### src/rtl/simple_memwb_if.sv
// Bundles the upstream instruction fields, data-memory port and register write-back port
// of the memory/write-back stage.
interface simple_memwb_if;
  // upstream handshake and instruction fields
  logic        valid_in;
  logic        ready_in;
  logic        writereg;
  logic [2:0]  regaddress;
  logic [1:0]  memwrite;
  logic [15:0] address;
  logic [15:0] storedata;
  logic [15:0] aluresult;
  logic        haltin;

  // data-memory request/acknowledge port
  logic        mem_req;
  logic        mem_we;
  logic [15:0] mem_addr;
  logic [15:0] mem_wdata;
  logic [15:0] mem_rdata;
  logic        mem_ack;

  // register-file write-back and status
  logic        writeflag;
  logic [2:0]  writetarget;
  logic [15:0] aluwriteval;
  logic [15:0] readoutwriteval;
  logic        readoutSelect;
  logic        haltout;
  logic        memerr;

  modport slave (
    input  valid_in, writereg, regaddress, memwrite, address, storedata, aluresult, haltin,
    input  mem_rdata, mem_ack,
    output ready_in, mem_req, mem_we, mem_addr, mem_wdata,
    output writeflag, writetarget, aluwriteval, readoutwriteval, readoutSelect, haltout, memerr
  );

  modport master (
    output valid_in, writereg, regaddress, memwrite, address, storedata, aluresult, haltin,
    output mem_rdata, mem_ack,
    input  ready_in, mem_req, mem_we, mem_addr, mem_wdata,
    input  writeflag, writetarget, aluwriteval, readoutwriteval, readoutSelect, haltout, memerr
  );
endinterface

### src/rtl/simple_memwb.sv
// Memory-access / write-back stage: one instruction per handshake, load/store through a
// request/acknowledge port with optional time-out, registered register-file write strobe.
module simple_memwb #(
  parameter int unsigned TIMEOUT = 16
) (
  input logic           clock,
  input logic           reset,
  simple_memwb_if.slave bus
);

  localparam int unsigned CntW = (TIMEOUT > 0) ? $clog2(TIMEOUT + 1) : 1;
  localparam logic [CntW-1:0] CntLast = CntW'((TIMEOUT > 0) ? TIMEOUT - 1 : 0);

  typedef enum logic [0:0] {StIdle, StReq} state_e;

  state_e          state_q;
  logic [CntW-1:0] wait_q;
  logic [2:0]      target_q;

  logic accept;
  logic mem_op;
  logic timed_out;

  assign bus.ready_in = (state_q == StIdle) && !bus.haltout;
  assign accept       = bus.valid_in && bus.ready_in;
  assign mem_op       = (bus.memwrite == 2'b01) || (bus.memwrite == 2'b10);
  // Counter value CntLast means this is the TIMEOUT-th cycle of waiting.
  assign timed_out    = (TIMEOUT != 0) && (wait_q == CntLast);

  always_ff @(posedge clock) begin
    if (reset) begin
      state_q             <= StIdle;
      wait_q              <= '0;
      target_q            <= '0;
      bus.mem_req         <= 1'b0;
      bus.mem_we          <= 1'b0;
      bus.mem_addr        <= '0;
      bus.mem_wdata       <= '0;
      bus.writeflag       <= 1'b0;
      bus.writetarget     <= '0;
      bus.aluwriteval     <= '0;
      bus.readoutwriteval <= '0;
      bus.readoutSelect   <= 1'b0;
      bus.haltout         <= 1'b0;
      bus.memerr          <= 1'b0;
    end else begin
      bus.writeflag <= 1'b0;
      unique case (state_q)
        StIdle: begin
          if (accept) begin
            if (bus.haltin) begin
              bus.haltout <= 1'b1;
            end else if (mem_op) begin
              state_q       <= StReq;
              wait_q        <= '0;
              target_q      <= bus.regaddress;
              bus.mem_req   <= 1'b1;
              bus.mem_we    <= (bus.memwrite == 2'b10);
              bus.mem_addr  <= bus.address;
              bus.mem_wdata <= bus.storedata;
            end else begin
              bus.writeflag     <= bus.writereg;
              bus.writetarget   <= bus.regaddress;
              bus.aluwriteval   <= bus.aluresult;
              bus.readoutSelect <= 1'b0;
            end
          end
        end
        StReq: begin
          // An ack in the final allowed cycle takes priority over the time-out.
          if (bus.mem_ack) begin
            state_q     <= StIdle;
            bus.mem_req <= 1'b0;
            if (!bus.mem_we) begin
              bus.writeflag       <= 1'b1;
              bus.writetarget     <= target_q;
              bus.readoutwriteval <= bus.mem_rdata;
              bus.readoutSelect   <= 1'b1;
            end
          end else if (timed_out) begin
            state_q     <= StIdle;
            bus.mem_req <= 1'b0;
            bus.memerr  <= 1'b1;
          end else begin
            wait_q <= wait_q + CntW'(1);
          end
        end
        default: state_q <= StIdle;
      endcase
    end
  end

endmodule
### src/flat_wrapper.sv
// flat-port wrapper written by rule: the top's interface ports become plain ports
module simple_memwb_flat 
#(
  parameter int unsigned TIMEOUT = 16
)
  (clock, reset, bus_valid_in, bus_writereg, bus_regaddress, bus_memwrite, bus_address, bus_storedata, bus_aluresult, bus_haltin, bus_mem_rdata, bus_mem_ack, bus_ready_in, bus_mem_req, bus_mem_we, bus_mem_addr, bus_mem_wdata, bus_writeflag, bus_writetarget, bus_aluwriteval, bus_readoutwriteval, bus_readoutSelect, bus_haltout, bus_memerr);
  simple_memwb_if bus_i ();
  input logic clock;
  input logic reset;
  input wire logic [$bits(bus_i.valid_in)-1:0] bus_valid_in;
  input wire logic [$bits(bus_i.writereg)-1:0] bus_writereg;
  input wire logic [$bits(bus_i.regaddress)-1:0] bus_regaddress;
  input wire logic [$bits(bus_i.memwrite)-1:0] bus_memwrite;
  input wire logic [$bits(bus_i.address)-1:0] bus_address;
  input wire logic [$bits(bus_i.storedata)-1:0] bus_storedata;
  input wire logic [$bits(bus_i.aluresult)-1:0] bus_aluresult;
  input wire logic [$bits(bus_i.haltin)-1:0] bus_haltin;
  input wire logic [$bits(bus_i.mem_rdata)-1:0] bus_mem_rdata;
  input wire logic [$bits(bus_i.mem_ack)-1:0] bus_mem_ack;
  output wire logic [$bits(bus_i.ready_in)-1:0] bus_ready_in;
  output wire logic [$bits(bus_i.mem_req)-1:0] bus_mem_req;
  output wire logic [$bits(bus_i.mem_we)-1:0] bus_mem_we;
  output wire logic [$bits(bus_i.mem_addr)-1:0] bus_mem_addr;
  output wire logic [$bits(bus_i.mem_wdata)-1:0] bus_mem_wdata;
  output wire logic [$bits(bus_i.writeflag)-1:0] bus_writeflag;
  output wire logic [$bits(bus_i.writetarget)-1:0] bus_writetarget;
  output wire logic [$bits(bus_i.aluwriteval)-1:0] bus_aluwriteval;
  output wire logic [$bits(bus_i.readoutwriteval)-1:0] bus_readoutwriteval;
  output wire logic [$bits(bus_i.readoutSelect)-1:0] bus_readoutSelect;
  output wire logic [$bits(bus_i.haltout)-1:0] bus_haltout;
  output wire logic [$bits(bus_i.memerr)-1:0] bus_memerr;
  assign bus_i.valid_in = bus_valid_in;
  assign bus_i.writereg = bus_writereg;
  assign bus_i.regaddress = bus_regaddress;
  assign bus_i.memwrite = bus_memwrite;
  assign bus_i.address = bus_address;
  assign bus_i.storedata = bus_storedata;
  assign bus_i.aluresult = bus_aluresult;
  assign bus_i.haltin = bus_haltin;
  assign bus_i.mem_rdata = bus_mem_rdata;
  assign bus_i.mem_ack = bus_mem_ack;
  assign bus_ready_in = bus_i.ready_in;
  assign bus_mem_req = bus_i.mem_req;
  assign bus_mem_we = bus_i.mem_we;
  assign bus_mem_addr = bus_i.mem_addr;
  assign bus_mem_wdata = bus_i.mem_wdata;
  assign bus_writeflag = bus_i.writeflag;
  assign bus_writetarget = bus_i.writetarget;
  assign bus_aluwriteval = bus_i.aluwriteval;
  assign bus_readoutwriteval = bus_i.readoutwriteval;
  assign bus_readoutSelect = bus_i.readoutSelect;
  assign bus_haltout = bus_i.haltout;
  assign bus_memerr = bus_i.memerr;
  simple_memwb #(.TIMEOUT(TIMEOUT)) u_core (.clock(clock), .reset(reset), .bus(bus_i));
endmodule
### config.mk
export PLATFORM = sky130hd
export DESIGN_NAME = simple_memwb_flat
export DESIGN_NICKNAME = d
export VERILOG_FILES = /design/src/rtl/simple_memwb_if.sv /design/src/rtl/simple_memwb.sv /design/src/flat_wrapper.sv
export SDC_FILE = /design/constraint.sdc
export NUM_CORES = 1
export LEC_CHECK = 0
export ABC_AREA = 1
export ABC_CLOCK_PERIOD_IN_PS = 1910
export CORE_UTILIZATION = 60
export CTS_BUF_LIST = sky130_fd_sc_hd__clkbuf_4 sky130_fd_sc_hd__clkbuf_8
export DETAILED_ROUTE_END_ITERATION = 10
export DONT_BUFFER_PORTS = 1
export PLACE_DENSITY = 0.78
export SLEW_MARGIN = 20
export SYNTH_ARGS = -nofsm -noshare
export SYNTH_HDL_FRONTEND = slang
export SYNTH_SLANG_ARGS = --single-unit
### constraint.sdc
create_clock -name clock -period 1.91 [get_ports clock]
set_input_delay 0.191 -clock clock [delete_from_list [all_inputs] [get_ports clock]]
set_output_delay 0.191 -clock clock [all_outputs]
set_load 0.1 [all_outputs]
## Word-level counts from Yosys, hierarchy flattened

Cells that the tools add are included.

- Register bits: 82
- Bits of input ports: 75
- Output and inout port bits: 74
- Logic and storage cells: 80

- Add/subtract/negate cells: 1
- Equality and inequality tests: 12
- Muxes and demuxes: 36
- Bitwise gates (word level): 5
- Reduce and logical (&&, ||, !) cells: 12

Operators with widths:

| kind | count |
|---|---|
| 5-bit two-way mux | 5 |
| 1-bit two-way mux | 20 |
| 3-bit two-way mux | 5 |
| 2-bit != test (second input constant) | 6 |
| 4-bit AND reduction | 3 |
| 5-bit case mux with 2 select lines | 1 |
| 5-bit AND reduction | 2 |
| 3-bit AND reduction | 3 |
| 1-bit case mux with 2 select lines | 4 |
| 3-bit case mux with 2 select lines | 1 |
| 5-bit by 1-bit adder with 5-bit output (second input constant) | 1 |
| 5-bit by 4-bit equality test with 1-bit output (second input constant) | 1 |
| 1-bit inverter | 5 |
| 2-bit by 1-bit != test with 1-bit output (second input constant) | 2 |
| 3-bit != test (second input constant) | 1 |
| 2-bit by 1-bit equality test with 1-bit output (second input constant) | 1 |
| 2-bit equality test (second input constant) | 1 |
| 1-bit logical AND | 2 |
| 1-bit zero test | 1 |
| 1-bit logical OR | 1 |

## Longest topological paths before layout

- Word-level depth: 6
- Depth in mapped cells: 10
- Mapped depth without buffers: 10

## Least setup slack after synthesis

OpenSTA, ideal clock, no wires.

- Kind: reg2reg
- Start: register u_core.bus.haltout
- End: register u_core.bus.mem_addr[0]
- Setup time: 70 ps
- Arrival: 1889 ps
- Data required time: 1840 ps
- Path slack: -50 ps
- Stages on the path, launching flop included: 7
- Buffers on the path: 2
- Period minus slack after synthesis: 1960 ps
- Cell sequence: dfxtp_1 nor2_8 nand3_2 buf_6 buf_4 nand2_1 a21oi_1

- Longest elaborated chain between the ends: 4

Ends and longest elaborated chain:

| item | line | source |
|---|---|---|
| from (decl) | simple_memwb_if.sv:36 | `output writeflag, writetarget, aluwriteval, readoutwriteval, readoutSelect, haltout, memerr` |
| from (signal assigned) | simple_memwb.sv:44 | `bus.haltout <= 1'b0;` |
| from (signal assigned) | simple_memwb.sv:52 | `bus.haltout <= 1'b1;` |
| 1-bit zero test | simple_memwb.sv:24 | `assign bus.ready_in = (state_q == StIdle) && !bus.haltout;` |
| 1-bit logical AND | simple_memwb.sv:24 |  |
| named net bus_ready_in | flat_wrapper.sv:20 | `output wire logic [$bits(bus_i.ready_in)-1:0] bus_ready_in;` |
| 1-bit logical AND | simple_memwb.sv:25 | `assign accept = bus.valid_in && bus.ready_in;` |
| 4-bit AND reduction (no line) | - |  |
| to (signal assigned) | simple_memwb.sv:59 | `bus.mem_addr <= bus.address;` |
| to (decl) | simple_memwb_if.sv:35 | `output ready_in, mem_req, mem_we, mem_addr, mem_wdata,` |

The timed path passes the listed nets, and every way through them passes these cells.
A chain may end at the register's enable or synchronous reset.

## Final worst setup path

- Start: register u_core.wait_q[0]
- End: register u_core.wait_q[1]

- Longest elaborated chain between the ends: 4
- Elaborated cells on any way between the ends: 7
- Those cells by class: add/sub (1); eq/ne (2); mux (3); reduce/logical (1)

Ends and longest elaborated chain:

| item | line | source |
|---|---|---|
| from (decl) | simple_memwb.sv:17 | `logic [CntW-1:0] wait_q;` |
| from (signal assigned) | simple_memwb.sv:85 | `wait_q <= wait_q + CntW'(1);` |
| 5-bit by 1-bit adder with 5-bit output | simple_memwb.sv:85 |  |
| 5-bit two-way mux | simple_memwb.sv:80 | `end else if (timed_out) begin` |
| 5-bit two-way mux | simple_memwb.sv:71 | `if (bus.mem_ack) begin` |
| 5-bit case mux with 2 select lines | simple_memwb.sv:48 | `unique case (state_q)` |

Several ways; a longest one is shown, not always the timed one. The select of a mux whose other input is x is not followed.

==> metrics <==
status=finished, violations left; failing checks=hold timing; Netlist Area Pre-Place=3200 um2; Yosys cell types=22; htree depth=3; Post-Syn Area per Cell=7.73 um2; Seq/Total Area, Yosys=51.3%; Tot Pwr=4.06 mW; leading cell type in the layout, fill and taps excluded=nor2_1; initial core utilization=62.7%; synthesized flop and latch total=82; grt met1 use=32.0%; Antenna Nets Post-Route=0; Tmin final=1.66 ns; GR Util met3=6.29%; gr usage total=27.5%; GPL Wtd Cong=0.852; Core Rows=26; HPWL after DPL=5080 um; DR WL/cell=13.9 um; hold crit path type=in2reg; CTS tree=done; GR Overflow Total=0; reg2reg end=u_core.wait_q[1]; IO Pins=149; setup bufs post-CTS=0; CP max FO=8; Worst-Skew Late Latency=0.34 ns; Max rail drop VDD=0.000764 V; Cells after Synth=414; net count after synthesis=492; Worst-path clk slew=0.08 ns; Highest Clock Rate=603 MHz; Final period util=86.8%; hold path depth=2; path depth of the worst reg2reg path=10; CP Capture Type=flip-flop; Initial DRC Count=168; antenna violations before repair=0; Worst Tran Pin Value=0.480 ns; IO buf count=0; leakage=1.86 nW; final setup vio count=0; Vias/cell=5.26; core region area=5110 um2; largest net degree at the start of global routing=42; setup ws final=0.251 ns; met2 GRT Util=47.3%; Die Span Y=75.0 um; root buffer cell=clkbuf_8; DR pass1 iterations=4; number of global-route vias before repair=2737; Clock Skews=0.00489 ns; CTS Buffer Depth=2; Synth-to-Final Area Change=30.7%; hold endpoint=u_core.bus.readoutwriteval[7]; most frequent cells in the layout=92 x nor2_1, 81 x dfxtp_1, 80 x buf_4; share of layout cells above drive strength 1=21.5%; TritonCTS Buffers=9; # DRC=0; DRT Wirelength=8020 um; Via Count=3038; Yosys warnings=0; DP Worst Slack=0.266 ns; reg-to-reg startpoint=u_core.wait_q[0]; RSZ-0062 raised after global routing=no; final number of max-transition violations=0; Fin Hold WS=-0.00392 ns; crit path launch type=flip-flop; MaxCap Viol Count=0; CTS Sinks=82; Data arrival, critical path=1.89 ns; gr busiest metal=met2; Max-slew headroom=68.0%; min-delay src=bus_mem_rdata[7]; Hold Fails Final Rpt=1; critical path data required time=2.15 ns; PD cells=969 nW/um2; Die Width=75.0 um; first-pass GRT wire length=11700 um; setup_tns=0 ns; DIE AREA=5630 um2; kind of critical path=reg2reg; reg2reg setup slack=0.25 ns; # diodes=0; Final nets=581
==> cells in the mapped netlist <==
cell      count  share of area, %
nor2_1       92                11
dfxtp_1      82                51
nand2_1      60               7.0
a21oi_1      41               6.4
nand3_1      40               6.3
o21ai_0      35               5.5
inv_1        21               2.5
clkbuf_1     12               1.4
buf_6         7               2.5
nand4_1       4              0.78
buf_2         3              0.47
ha_1          3               1.2
buf_4         2              0.47
clkinv_2      2              0.31
nand2_2       2              0.39
nor2_4        2              0.70
clkbuf_2      1              0.16
inv_2         1              0.12
nand3_2       1              0.31
nand4_4       1              0.66
nor2_8        1              0.63
o21a_1        1              0.23
==> layout make-up <==
| class | instances | area (um2) |
|---|---|---|
| clock buffers | 12 | 159 |
| clock inverters | 4 | 50.0 |
| fillers | 335 | 925 |
| inverters | 24 | 92.6 |
| multi-input cells | 283 | 1310 |
| flip-flops and latches | 82 | 1640 |
| well taps | 70 | 87.6 |
| repair buffers | 103 | 841 |
==> metal layers <==
| metal | vias to the layer above | wire length (um) |
|---|---|---|
| li1 | 1515 | - |
| met1 | 1383 | 3260 |
| met2 | 123 | 3950 |
| met3 | 17 | 607 |
| met4 | 0 | 209 |
| met5 | - | 0 |
==> sequential cells by signal, indices dropped and copies added, names as in the netlist <==
signal / count
u_core.wait_q: 5
u_core.bus.aluwriteval: 16
u_core.bus.mem_wdata: 16
u_core.target_q: 3
u_core.bus.haltout: 1
u_core.bus.mem_req: 1
u_core.bus.memerr: 1
u_core.bus.mem_we: 1
u_core.bus.readoutSelect: 1
u_core.bus.writetarget: 3
u_core.bus.readoutwriteval: 16
u_core.state_q: 1
u_core.bus.writeflag: 1
u_core.bus.mem_addr: 16
==> worst max-delay path by stage <==
stage | start | endpoint | slack, ns | depth (start not counted)
3_5_place_dp | u_core.wait_q[0] | u_core.wait_q[1] | 0.27 | 10
6_report | u_core.wait_q[0] | u_core.wait_q[1] | 0.25 | 10
4_1_cts | u_core.wait_q[0] | u_core.wait_q[1] | 0.20 | 10
2_1_floorplan | u_core.bus.mem_we | u_core.bus.readoutSelect | 0.26 | 4
5_1_grt | u_core.wait_q[0] | u_core.wait_q[1] | 0.05 | 10
3_3_place_gp | u_core.wait_q[0] | u_core.wait_q[1] | 0.36 | 10
==> logic make-up after synthesis <==
group                    count (synthesis)  synth area share [%]
AND/OR/NAND/NOR                        203                  27.6
flip-flops                              82                  51.3
AO/OA/AOI/OAI                           77                  12.1
buffers and inverters                   49                  7.86
adder cells (fa/ha/maj)                  3                  1.17
==> critical path, stage by stage (launching register included) <==
cell     delay (ns)
dfxtp_1        0.35
ha_1           0.22
nand2_1        0.09
nor2_1         0.06
ha_1           0.19
nor2_1         0.13
nand2_1        0.10
nand2_2        0.16
inv_1          0.08
a21oi_1        0.12
nor2_1         0.05
==> per-stage QoR <==
stage,area [um2],std cells,util [%]
finish,4180,578,81.9
global route,4180,578,81.9
CTS,4180,578,81.8
detailed placement,3730,539,73.1
global placement,3730,539,73.1
floorplan,3200,414,-
==> timing repair <==
action	CTS	global route
endpoints found under the setup margin	0	1
resized for setup	0	1
hold endpoints to repair	53	0
hold buffers	23	0
==> report_power, final <==
part	total, mW	switching, mW	internal (mW)
clock network	1.29	0.606	0.688
registers	1.82	0.0352	1.78
logic	0.941	0.736	0.206
total	4.06	1.38	2.68
No activity file was read; power rests on OpenSTA's default activity.
